--- config.mk ---
export PLATFORM = sky130hd
export DESIGN_NAME = multicycle_control_unit
export DESIGN_NICKNAME = d
export VERILOG_FILES = /design/src/rtl/ctrl_pkg.sv /design/src/rtl/store_strobe_gen.sv /design/src/rtl/multicycle_control_unit.sv
export SDC_FILE = /design/constraint.sdc
export NUM_CORES = 1
export LEC_CHECK = 0
export ABC_AREA = 1
export ABC_CLOCK_PERIOD_IN_PS = 3960
export BUFFER_PORTS_ARGS = -buffer_cell sky130_fd_sc_hd__clkbuf_2
export CAP_MARGIN = 20
export CORE_ASPECT_RATIO = 1.4
export CORE_MARGIN = 1
export CORE_UTILIZATION = 25
export DETAILED_ROUTE_END_ITERATION = 10
export HOLD_SLACK_MARGIN = 0.1
export SYNTH_ARGS = -nofsm -noshare
export SYNTH_HDL_FRONTEND = slang
export SYNTH_HIERARCHICAL = 1
export SYNTH_SLANG_ARGS = --single-unit
--- constraint.sdc ---
create_clock -name clk -period 3.96 [get_ports clk]
set_input_delay 0.198 -clock clk [delete_from_list [all_inputs] [get_ports clk]]
set_output_delay 0.198 -clock clk [all_outputs]
set_load 0.05 [all_outputs]
--- src/rtl/ctrl_pkg.sv ---
// Shared definitions for the multi-cycle RV32I/RV64I control unit:
// major-opcode encodings, access-size codes taken from func3[1:0],
// and the control FSM state encoding.
package ctrl_pkg;

    // Major opcodes the control unit knows how to sequence.
    localparam logic [6:0] R_TYPE = 7'b0110011;
    localparam logic [6:0] I_TYPE = 7'b0010011;
    localparam logic [6:0] LOAD   = 7'b0000011;
    localparam logic [6:0] S_TYPE = 7'b0100011;

    // Access size taken from func3[1:0]. LBU/LHU/LWU carry func3[2]=1
    // and reuse the same size code.
    localparam logic [1:0] SZ_BYTE  = 2'b00;
    localparam logic [1:0] SZ_HALF  = 2'b01;
    localparam logic [1:0] SZ_WORD  = 2'b10;
    localparam logic [1:0] SZ_DWORD = 2'b11;

    typedef enum logic [2:0] {
        ST_FETCH     = 3'd0,
        ST_DECODE    = 3'd1,
        ST_EXECUTE   = 3'd2,
        ST_MEM       = 3'd3,
        ST_WRITEBACK = 3'd4,
        ST_TRAP      = 3'd5
    } ctrl_state_e;

endpackage

--- src/rtl/store_strobe_gen.sv ---
// Byte write strobes and alignment check for one data access.
// Ports: func3/ofs/is_store in; strobes (stores only, zero for loads) out;
//        misaligned out only when MISALIGN_TRAP_EN is defined.
// Purely combinational; shifted strobes are truncated to STRB_W bits.
module store_strobe_gen
    import ctrl_pkg::*;
#(
    parameter  int XLEN   = 32,
    localparam int STRB_W = XLEN / 8,
    localparam int OFS_W  = $clog2(XLEN / 8)
) (
    input  logic [2:0]        func3,
    input  logic [OFS_W-1:0]  ofs,
    input  logic              is_store,
`ifdef MISALIGN_TRAP_EN
    output logic              misaligned,
`endif
    output logic [STRB_W-1:0] strobes
);

    localparam logic [STRB_W-1:0] BYTE_MASK = STRB_W'(1);
    localparam logic [STRB_W-1:0] HALF_MASK = STRB_W'(2'b11);
    localparam logic [STRB_W-1:0] WORD_MASK = STRB_W'(4'hF);

    logic [1:0]        size;
    logic              size_ok;
    logic [STRB_W-1:0] shifted;

    assign size    = func3[1:0];
    // Stores with func3[2] set have no defined width: they complete
    // without writing. Loads with func3[2] set are the unsigned variants.
    assign size_ok = !(is_store && func3[2]);

    always_comb begin
        shifted = '0;
        if (size_ok) begin
            case (size)
                SZ_BYTE:  shifted = BYTE_MASK << ofs;
                SZ_HALF:  shifted = HALF_MASK << ofs;
                SZ_WORD:  shifted = WORD_MASK << ofs;
                SZ_DWORD: if (XLEN == 64) shifted = '1;
                default:  shifted = '0;
            endcase
        end
    end

    assign strobes = is_store ? shifted : '0;

`ifdef MISALIGN_TRAP_EN
    always_comb begin
        misaligned = 1'b0;
        if (size_ok) begin
            case (size)
                SZ_HALF:  misaligned = ofs[0];
                SZ_WORD:  misaligned = (ofs[1:0] != 2'b00);
                SZ_DWORD: misaligned = (XLEN == 64) && (ofs != '0);
                default:  misaligned = 1'b0;
            endcase
        end
    end
`endif

endmodule

--- src/rtl/multicycle_control_unit.sv ---
// Multi-cycle FETCH/DECODE/EXECUTE/MEM/WRITEBACK sequencer with a
// ready-based unified memory handshake and byte-strobe generation.
// Ports: clk/rst; opcode/func3/addr_ofs/mem_ready in; fetch_req,
//        instr_load, mem_req, store_enable, mem_write_enable, reg_write,
//        pc_write, illegal_instr, misaligned out.
// Optional MISALIGN_TRAP_EN: misaligned accesses divert to TRAP instead
// of reaching memory; otherwise misaligned is tied 0.
module multicycle_control_unit
    import ctrl_pkg::*;
#(
    parameter  int XLEN   = 32,
    localparam int STRB_W = XLEN / 8,
    localparam int OFS_W  = $clog2(XLEN / 8)
) (
    input  logic              clk,
    input  logic              rst,
    input  logic [6:0]        opcode,
    input  logic [2:0]        func3,
    input  logic [OFS_W-1:0]  addr_ofs,
    input  logic              mem_ready,
    output logic              fetch_req,
    output logic              instr_load,
    output logic              mem_req,
    output logic              store_enable,
    output logic [STRB_W-1:0] mem_write_enable,
    output logic              reg_write,
    output logic              pc_write,
    output logic              illegal_instr,
    output logic              misaligned
);

    ctrl_state_e       state_q, state_d;
    logic [6:0]        opcode_q, opcode_d;
    logic [2:0]        func3_q, func3_d;
    logic [OFS_W-1:0]  ofs_q, ofs_d;

    logic              is_alu, is_mem, is_store;
    logic [OFS_W-1:0]  gen_ofs;
    logic [STRB_W-1:0] strb_w;
    logic              mis_w;

    assign is_alu   = (opcode_q == R_TYPE) || (opcode_q == I_TYPE);
    assign is_store = (opcode_q == S_TYPE);
    assign is_mem   = (opcode_q == LOAD) || is_store;

    // The live offset is only needed for the EXECUTE branch decision; in
    // MEM the generator sees latched fields only, so the strobes stay
    // stable for the whole access regardless of addr_ofs.
    assign gen_ofs = (state_q == ST_EXECUTE) ? addr_ofs : ofs_q;

    store_strobe_gen #(.XLEN(XLEN)) u_strb (
        .func3      (func3_q),
        .ofs        (gen_ofs),
        .is_store   (is_store),
`ifdef MISALIGN_TRAP_EN
        .misaligned (mis_w),
`endif
        .strobes    (strb_w)
    );

`ifndef MISALIGN_TRAP_EN
    assign mis_w = 1'b0;
`endif

    always_ff @(posedge clk) begin
        if (rst) begin
            state_q  <= ST_FETCH;
            opcode_q <= '0;
            func3_q  <= '0;
            ofs_q    <= '0;
        end else begin
            state_q  <= state_d;
            opcode_q <= opcode_d;
            func3_q  <= func3_d;
            ofs_q    <= ofs_d;
        end
    end

    always_comb begin
        state_d          = state_q;
        opcode_d         = opcode_q;
        func3_d          = func3_q;
        ofs_d            = ofs_q;
        fetch_req        = 1'b0;
        instr_load       = 1'b0;
        mem_req          = 1'b0;
        store_enable     = 1'b0;
        mem_write_enable = '0;
        reg_write        = 1'b0;
        pc_write         = 1'b0;
        illegal_instr    = 1'b0;
        misaligned       = 1'b0;

        case (state_q)
            ST_FETCH: begin
                fetch_req  = 1'b1;
                instr_load = mem_ready;
                if (mem_ready) state_d = ST_DECODE;
            end
            ST_DECODE: begin
                opcode_d = opcode;
                func3_d  = func3;
                state_d  = ST_EXECUTE;
            end
            ST_EXECUTE: begin
                ofs_d = addr_ofs;
                if (is_alu) begin
                    state_d = ST_WRITEBACK;
                end else if (is_mem) begin
                    state_d = mis_w ? ST_TRAP : ST_MEM;
                end else begin
                    illegal_instr = 1'b1;
                    pc_write      = 1'b1;
                    state_d       = ST_FETCH;
                end
            end
            ST_MEM: begin
                mem_req          = 1'b1;
                store_enable     = is_store;
                mem_write_enable = strb_w;
                if (mem_ready) begin
                    pc_write = is_store;
                    state_d  = is_store ? ST_FETCH : ST_WRITEBACK;
                end
            end
            ST_WRITEBACK: begin
                reg_write = 1'b1;
                pc_write  = 1'b1;
                state_d   = ST_FETCH;
            end
`ifdef MISALIGN_TRAP_EN
            ST_TRAP: begin
                misaligned = 1'b1;
                state_d    = ST_FETCH;
            end
`endif
            default: state_d = ST_FETCH;
        endcase

        // Outputs are silent for the whole reset cycle, including a reset
        // landing mid-access, so no strobe or write escapes.
        if (rst) begin
            fetch_req        = 1'b0;
            instr_load       = 1'b0;
            mem_req          = 1'b0;
            store_enable     = 1'b0;
            mem_write_enable = '0;
            reg_write        = 1'b0;
            pc_write         = 1'b0;
            illegal_instr    = 1'b0;
            misaligned       = 1'b0;
        end
    end

endmodule

==> flow_summary.ini, run 1 <==
[run_status]
status = complete, no violations

[clock_network]
post-cts-setup-buffers = 0
cts_inserted_buffers = 3
clock_tree.htree_level_count = 1
cts_tree = built
post_cts_resize_count = 0
cts_hold_buffers = 0
clk_pin_slew_worst_paths_ns = 0.06
cts_buffer_depth = 2
clock_latency_ns = 0.25
clock-root-buffer = clkbuf_8
cts_sinks = 15

[floorplan]
io-pin-count = 27
die_x_um = 53.40
coreArea_um2 = 3441
die_area_um2 = 3949
initial_core_util = 0.2687
row_count = 25
die_y_um = 73.96

[hold_path]
hold_path_class = in -> reg

[sta]
hold_violations = 0
drv_slew = 0
rsz0062_at_grt = false
fin_worst_skew_ns = 0.001614
totalNegativeSetupSlack_ns = 0
setup_violations = 0
min_period_over_period = 0.5999
finalCriticalPeriod_ns = 2.376
fmax_mhz = 420.9

[finish]
seq_area_um2 = 300.3
multiInputGateArea_um2 = 496.7
design_area_um2 = 1111
n_antenna_cell = 0
final_nets = 195
final_layout_size_suffix_gt1_frac = 0.1875
area_growth_pct = 20.16
post-route-util = 0.3229
fill_cells = 408

[detailed_routing]
ant_nets = 0
drt_iter0_markers = 13
via_per_inst = 4.435
vias = 958
wire_per_inst_um = 9.815
drc = 0
dr.pass1.iters = 4
routed_wl_um = 2120

[synth]
synth_cell_types = 19
yosysSeqAreaShare = 0.3248
synth_top_area_frac = 0.3248
synthTopCellsByArea = dfxtp_1 (32%), nand2_1 (16%), inv_1 (9.7%)
yosysTopAreaCell = dfxtp_1
synth_edf_count = 0
synth_area_per_cell_um2 = 6.083
synthesis.area_um2 = 924.6
async_flop_share = 0
synth_common_cells = nand2_1 (40), inv_1 (24), nor2_1 (21)
ys_ff_latch = 15
synth-main-ff-cell = dfxtp_1
synthesis.nets = 170
synthCells = 152
yosys.cell_count.top_type = nand2_1
ys_warn_count = 6

[global_route]
grt_pass1_vias = 819
grt_pass1_wl_um = 3512
globalRoute.totalOverflow = 0
grt_max_degree = 18
track_usage = 0.1220
grt_antenna_before_repair = 0

[critical_path]
cp-start-kind = register
cp_max_fo = 11
crit_type = reg -> out
slowest_delay_ns = 0.34
crit_chain = inv_1 > nand3_1 > nand2_1 > inv_1 > a21oi_1 > inv_1 > nand2_1 > nor2_1 > nor2_1 > nand2_1 > nor2_1 > clkbuf_2
cp.arrival_ns = 2.18
cp_slowest_cell = dfxtp_1
end_kind = output port
critPathRequiredTime_ns = 3.76

[pwr]
clkPwrFrac = 0.300
power.density_nw_per_um2 = 376.5
switchingPower_uw = 143.8
seqPwrFrac = 0.429
pwr-share-comb = 0.271
vdd_drop_max_mv = 0.1382
p_leak_uw = 0.0005619
power.internal_uw = 274.5
p_sw_frac = 0.3438

[placed_design]
gp_congestion = 0.8158
dpl.hpwl_um = 1636
io_buffers = 25
placed_area_um2 = 1066

[job]
cap_violations = 0
layout make-up:
cell class | count | area share
clock buffers | 4 | 0.04054
inverters | 25 | 0.08446
multi-input cells | 107 | 0.4471
flip-flops and latches | 15 | 0.2703
well taps | 40 | 0.04504
repair buffers | 25 | 0.1126
power groups by stage:
| stage | clock network, uW | logic [uW] | registers [uW] |
|---|---|---|---|
| 2_1_floorplan | 0 | 92.8 | 180 |
| 3_3_place_gp | 0 | 114 | 183 |
| 3_5_place_dp | 0 | 114 | 183 |
| 4_1_cts | 128 | 115 | 179 |
| 5_1_grt | 135 | 130 | 182 |
| 6_report | 126 | 113 | 179 |
layout by cell type (no fill, tap or decap):
| cell type | instances |
|---|---|
| nor2_2 | 2 |
| nand2_2 | 1 |
| a21oi_1 | 13 |
| ha_1 | 3 |
| inv_2 | 1 |
| dfxtp_1 | 15 |
| o21ai_0 | 5 |
| clkbuf_2 | 25 |
| nand3_1 | 13 |
| conb_1 | 1 |
| clkbuf_8 | 3 |
| nor2_1 | 21 |
| nor3_1 | 4 |
| nor2_4 | 1 |
| or2_0 | 1 |
| nand2_1 | 40 |
| a211oi_1 | 2 |
| clkbuf_1 | 1 |
| inv_1 | 24 |
metrics by stage:
| step | cells | hold slack [ns] | worst slack (ns) | total power [uW] |
|---|---|---|---|---|
| 3_3_place_gp | 212 | 0.4513 | 1.884 | 296.2 |
| 6_report | 216 | 0.2013 | 1.584 | 418.3 |
| 2_1_floorplan | 152 | 0.3540 | 1.823 | 273.2 |
| 3_5_place_dp | 212 | 0.4551 | 1.839 | 297.0 |
| 4_1_cts | 216 | 0.2021 | 1.566 | 422.4 |
| 5_1_grt | 216 | 0.2120 | 1.213 | 446.8 |
routing by layer:
metal	GRT usage	share of wire	up-vias
li1	-	-	517
met1	0.1592	0.48	411
met2	0.1875	0.45	25
met3	0.01840	0.043	5
met4	0.07018	0.023	0
met5	0	0	-
final timing paths:
kind                               to  slack, ns                      from  cells after the start
max               mem_write_enable[3]       1.58   state_q[2]$_SDFFE_PP0P_                     12
min reg2reg  opcode_q[3]$_SDFFE_PP0P_       0.47  opcode_q[3]$_SDFFE_PP0P_                      2
min          opcode_q[1]$_SDFFE_PP0P_       0.20                 opcode[1]                      3
max reg2reg   state_q[0]$_SDFFE_PP0P_       2.64   state_q[2]$_SDFFE_PP0P_                      7
flip-flops by register name (all words and copies together) (netlist names):
name	count
func3_q	3
ofs_q	2
opcode_q	7
state_q	3
cells by family after synthesis:
logic type	synth area share
DFF	0.3248
buffers and inverters	0.1380
other	0.004056
AOI/OAI and AO/OA	0.1137
adders and majority gates	0.04060
and+or+nand+nor	0.3789
worst max-delay path: cells and delay by family, from the launching register on:
family | cells | cell delay, ns
simple gates | 7 | 0.66
flops | 1 | 0.34
buf+inv | 4 | 0.66
compound gates | 1 | 0.27
No activity file was read; power rests on OpenSTA's default activity.
==> run 2: changes to the inputs <==
--- a/config.mk
+++ b/config.mk
@@ -6,7 +6,7 @@
 export NUM_CORES = 1
 export LEC_CHECK = 0
 export ABC_AREA = 1
-export ABC_CLOCK_PERIOD_IN_PS = 3960
+export ABC_CLOCK_PERIOD_IN_PS = 2150
 export BUFFER_PORTS_ARGS = -buffer_cell sky130_fd_sc_hd__clkbuf_2
 export CAP_MARGIN = 20
 export CORE_ASPECT_RATIO = 1.4
==> constraint.sdc (replaced) <==
create_clock -name clk -period 2.15 [get_ports clk]
set_input_delay 0.1075 -clock clk [delete_from_list [all_inputs] [get_ports clk]]
set_output_delay 0.1075 -clock clk [all_outputs]
set_load 0.05 [all_outputs]
==> run 2 against run 1 <==
Core utilization up 1.1 points. Global-route usage fell by 0.22 points. Power is 85% higher. Count of clock-buffer cells in the layout stayed put. Clock skew shrank 0.00090 ns. Via count is 0.31% higher. Die area is the same. Routed wire length fell by 2.7%. Critical path type unchanged. Largest power group unchanged.
==> flow_summary.ini, run 2 (synthesized netlist as in run 1, its figures left out) <==
[run_status]
status = complete, no violations

[finish]
largest_reg_flops = 7
fill_cells = 400
reg.largest.list = opcode_q (7), func3_q (3), state_q (3)
stdcell_count = 218
final_layout_size_suffix_gt1_frac = 0.2191
largest-register = opcode_q
area_growth_pct = 24.09
n_antenna_cell = 0
layout_common_cells = nand2_1 (40), inv_1 (24), clkbuf_2 (24), nor2_1 (20), dfxtp_1 (14)
final_nets = 197
final_common_cell = nand2_1

[detailed_routing]
vias = 961
wl_met2_um = 931
met1_length_um = 970
dr.pass1.iters = 4
met3_length_um = 99
drc = 0
drt_iter0_markers = 42
via_per_inst = 4.408
routed_wl_um = 2063
wire_per_inst_um = 9.463
ant_nets = 0
highest_layer = met4

[clock_network]
clk_pin_slew_worst_paths_ns = 0.06
clock_tree.htree_level_count = 1
clock_latency_ns = 0.24
cts_buffer_depth = 2
cts_inserted_buffers = 3
cts_sinks = 15
cts_tree = built
post-cts-setup-buffers = 0
clock-root-buffer = clkbuf_8

[pwr]
p_leak_uw = 0.0005733
power.density_nw_per_um2 = 673.9
vdd_drop_max_mv = 0.3216

[critical_path]
cp_max_fo = 5
crit_type = reg -> out
cp-start-kind = register
end_kind = output port
cp.arrival_ns = 1.82
critPathRequiredTime_ns = 2.04

[sta]
min_period_over_period = 0.8971
fin_worst_skew_ns = 0.0007116
finalCriticalPeriod_ns = 1.929
holdWs_ns = 0.1128
hold_violations = 0
fmax_mhz = 518.5
drv_slew = 0
totalNegativeSetupSlack_ns = 0
rsz0062_at_grt = false
setup_violations = 0

[job]
cap_violations = 0

[floorplan]
die_y_um = 73.96
initial_core_util = 0.2687
coreArea_um2 = 3441
io-pin-count = 27
row_count = 25
die_area_um2 = 3949
die_x_um = 53.40

[global_route]
globalRoute.totalOverflow = 0
grt_pass1_wl_um = 3318
grt_pass1_vias = 785
track_usage = 0.1198
grt_antenna_before_repair = 0
grt_max_degree = 18

[hold_path]
hold_path_class = in -> reg

[placed_design]
dp_cells = 214
gp_congestion = 0.8436
dpl.hpwl_um = 1620
io_buffers = 25
==> run 2: routing by layer <==
| metal | GRT usage | up-vias |
|---|---|---|
| met1 | 0.1439 | 408 |
| met2 | 0.1806 | 28 |
| li1 | - | 521 |
| met3 | 0.03067 | 4 |
| met5 | 0 | - |
| met4 | 0.08772 | 0 |
==> run 2: critical path, stage by stage, from the launching register on <==
cell and delay [ns]:
dfxtp_1 0.39, inv_1 0.10, nand3_1 0.13, nand2_1 0.06, inv_1 0.10, a21oi_4 0.05, o21ai_0 0.16, nand2_1 0.07
nor2_1 0.08, nand2_1 0.06, nor2_1 0.08, clkbuf_2 0.28
==> run 2: final cells by class <==
type                            count  area [um2]  area share
Clock buffer                        4       45.04     0.03926
Sequential cell                    15       301.5      0.2628
Multi-Input combinational cell    107       514.2      0.4482
Timing Repair Buffer               27       142.6      0.1243
Tap cell                           40       50.05     0.04362
Inverter                           25       93.84     0.08179
==> run 2: worst paths after layout <==
kind / start / to / slack [ns] / depth (start not counted)
worst min register to register: opcode_q[1]$_SDFFE_PP0P_ / opcode_q[1]$_SDFFE_PP0P_ / 0.46 / 2
worst max register to register: state_q[0]$_SDFFE_PP0P_ / opcode_q[3]$_SDFFE_PP0P_ / 0.88 / 5
worst max-delay path: state_q[2]$_SDFFE_PP0P_ / mem_write_enable[2] / 0.22 / 11
worst min-delay path: func3[0] / func3_q[0]$_SDFFE_PP0P_ / 0.11 / 3
==> run 2: stage by stage <==
| step | cell area [um2] | worst slack (ns) | util | power (uW) |
|---|---|---|---|---|
| 2_1_floorplan | 924.6 | 0.1038 | - | 503.2 |
| 3_3_place_gp | 1081 | 0.3879 | 0.3142 | 549.4 |
| 3_5_place_dp | 1081 | 0.3510 | 0.3142 | 549.5 |
| 4_1_cts | 1126 | 0.07817 | 0.3273 | 774.0 |
| 5_1_grt | 1147 | 0.01091 | 0.3335 | 827.3 |
| 6_report | 1147 | 0.2212 | 0.3335 | 773.2 |
==> run 2: where the power goes <==
group	switching (uW)	internal [uW]
clock	91.8	131
sequential	20.8	310
combinational	149	70.8
==> run 2: repair_timing <==
action	in CTS	in global routing
hold endpoints to repair	0	0
setup endpoints to repair	0	3
gates resized for setup	0	8
hold buffers	0	0
==> run 3: changes to the inputs <==
==> constraint.sdc (replaced) <==
create_clock -name clk -period 2.15 [get_ports clk]
set_input_delay 0.5375 -clock clk [delete_from_list [all_inputs] [get_ports clk]]
set_output_delay 0.5375 -clock clk [all_outputs]
set_load 0.05 [all_outputs]
==> run 3 against run 2 <==
The run now ends with setup timing left. Sequential share of layout area decreased by 4.4 points. Sequential power increased by 2%. First-iteration DRC count decreased by 71%. Core utilization increased by 8.0 points. Clock power increased by 6%. Die area unchanged. Fmax decreased by 11%. Hold slack improved by 0.35 ns. Clock skew increased by 0.0033 ns. Critical path depth decreased by 1. Critical path type unchanged.
==> flow_summary.ini, run 3 (synthesized netlist as in run 1, its figures left out) <==
[run_status]
status = finished, violations left
violations = setup timing

[floorplan]
die_y_um = 73.96
coreArea_um2 = 3441
row_count = 25
initial_core_util = 0.2687
die_x_um = 53.40
io-pin-count = 27
die_area_um2 = 3949

[finish]
final_layout_size_suffix_gt1_frac = 0.4256
stdcell_count = 235
largest-register = opcode_q
largest_reg_flops = 7
fill_cells = 381
layout_common_cells = nand2_1 (36), inv_1 (20), clkbuf_2 (19), buf_4 (19), nor2_1 (13)
area_growth_pct = 53.72
reg.largest.list = opcode_q (7), func3_q (3), state_q (3)
final_nets = 214
post-route-util = 0.4131
n_antenna_cell = 0
final_common_cell = nand2_1
design_area_um2 = 1421

[global_route]
grt_pass1_vias = 887
grt_antenna_before_repair = 0
grt_max_degree = 16
globalRoute.totalOverflow = 0
grt_pass1_wl_um = 3643
track_usage = 0.1286

[sta]
drv_slew = 0
finalCriticalPeriod_ns = 2.166
fin_worst_skew_ns = 0.003979
setup_ws_ns = -0.01561
setup_violations = 2
fmax_mhz = 461.8
min_period_over_period = 1.007
hold_violations = 0
rsz0062_at_grt = true

[clock_network]
clock_latency_ns = 0.25
cts_buffer_depth = 2
cts_tree = built
clock_tree.htree_level_count = 1
clk_pin_slew_worst_paths_ns = 0.07
cts_inserted_buffers = 3
clock-root-buffer = clkbuf_8
cts_sinks = 15

[detailed_routing]
vias = 1031
via_per_inst = 4.387
drc = 0
routed_wl_um = 2233
wire_per_inst_um = 9.502
drt_iter0_markers = 12
dr.pass1.iters = 4
ant_nets = 0

[pwr]
vdd_drop_max_mv = 0.2885
p_leak_uw = 0.0006794
power.density_nw_per_um2 = 600.0
p_total_uw = 852.9

[critical_path]
end_kind = output port
cp.arrival_ns = 1.63
cp_max_fo = 4
cp-start-kind = register
critPathRequiredTime_ns = 1.61
crit_type = reg -> out

[placed_design]
placed_area_um2 = 1201
dp_cells = 224
pre_cts_slack_ns = 0.04552
dpl.hpwl_um = 1727
io_buffers = 25
gp_congestion = 0.7802

[job]
cap_violations = 0

[hold_path]
hold_path_class = reg -> reg
==> run 3: cell count changes in the layout (fill, tap and decap cells not counted), moves of 4 or more <==
| cell | before | now |
|---|---|---|
| buf_4 | 3 | 19 |
| inv_1 | 24 | 20 |
| dfxtp_2 | 1 | 6 |
| dfxtp_1 | 14 | 8 |
| nor2_2 | 3 | 7 |
| nand2_1 | 40 | 36 |
| nor2_1 | 20 | 13 |
| clkbuf_2 | 24 | 19 |
==> run 3: layer usage <==
layer | routed length (um) | global-route usage
met2 | 1191 | 0.2125
met3 | 85 | 0.02454
met4 | 51 | 0.07018
met1 | 906 | 0.1532
met5 | 0 | 0
==> run 3: path summary, 6_finish.rpt <==
path / cells past startpoint / to / startpoint / slack, ns
worst max-delay path: 10 / mem_write_enable[2] / state_q[1]$_SDFFE_PP0P_ / -0.02
worst min-delay path: 2 / opcode_q[1]$_SDFFE_PP0P_ / opcode_q[1]$_SDFFE_PP0P_ / 0.46
worst max register to register: 7 / opcode_q[0]$_SDFFE_PP0P_ / state_q[2]$_SDFFE_PP0P_ / 0.85
worst min register to register: 2 / opcode_q[1]$_SDFFE_PP0P_ / opcode_q[1]$_SDFFE_PP0P_ / 0.46
==> run 3: where the power goes <==
| group | switching [uW] | internal [uW] |
|---|---|---|
| Clock | 108 | 129 |
| Combinational | 168 | 111 |
| Sequential | 25.9 | 312 |
| Total | 301 | 552 |
==> run 3: area by class of cell <==
class | count | area, um2 | share of cell area
clock buffer | 3 | 41.29 | 0.02905
sequential | 15 | 311.5 | 0.2192
inverter | 25 | 98.84 | 0.06954
timing repair buffer | 44 | 321.6 | 0.2262
clock inverter | 1 | 5.005 | 0.003521
multi-input combinational | 107 | 593.1 | 0.4173
tap | 40 | 50.05 | 0.03521
==> run 3: timing repair <==
item                                    4_1_cts  5_1_grt
cloned                                        0        0
endpoints found under the hold margin         0        0
endpoints found under the setup margin        4        6
resized for setup                            21       26
setup buffers                                 5        2
pin swaps                                     6       13
hold buffers                                  0        0
==> run 3: through the flow <==
step	TNS (ns)	hold slack [ns]
after global placement	0	0.4505
after detailed placement	0	0.4574
after global routing	-0.5273	0.4970
after CTS	-0.1059	0.4693
final	-0.02746	0.4636
after floorplan	-0.1798	0.4391
==> run 3: critical path: stages, from the launching register on <==
cell and delay [ns]:
dfxtp_2 0.40, nand2_4 0.07, nor2_4 0.14, a21oi_2 0.08, buf_4 0.15, o21ai_2 0.04
nand2_1 0.06, nor2_1 0.09, nand2_1 0.09, nor2_4 0.12, buf_12 0.14
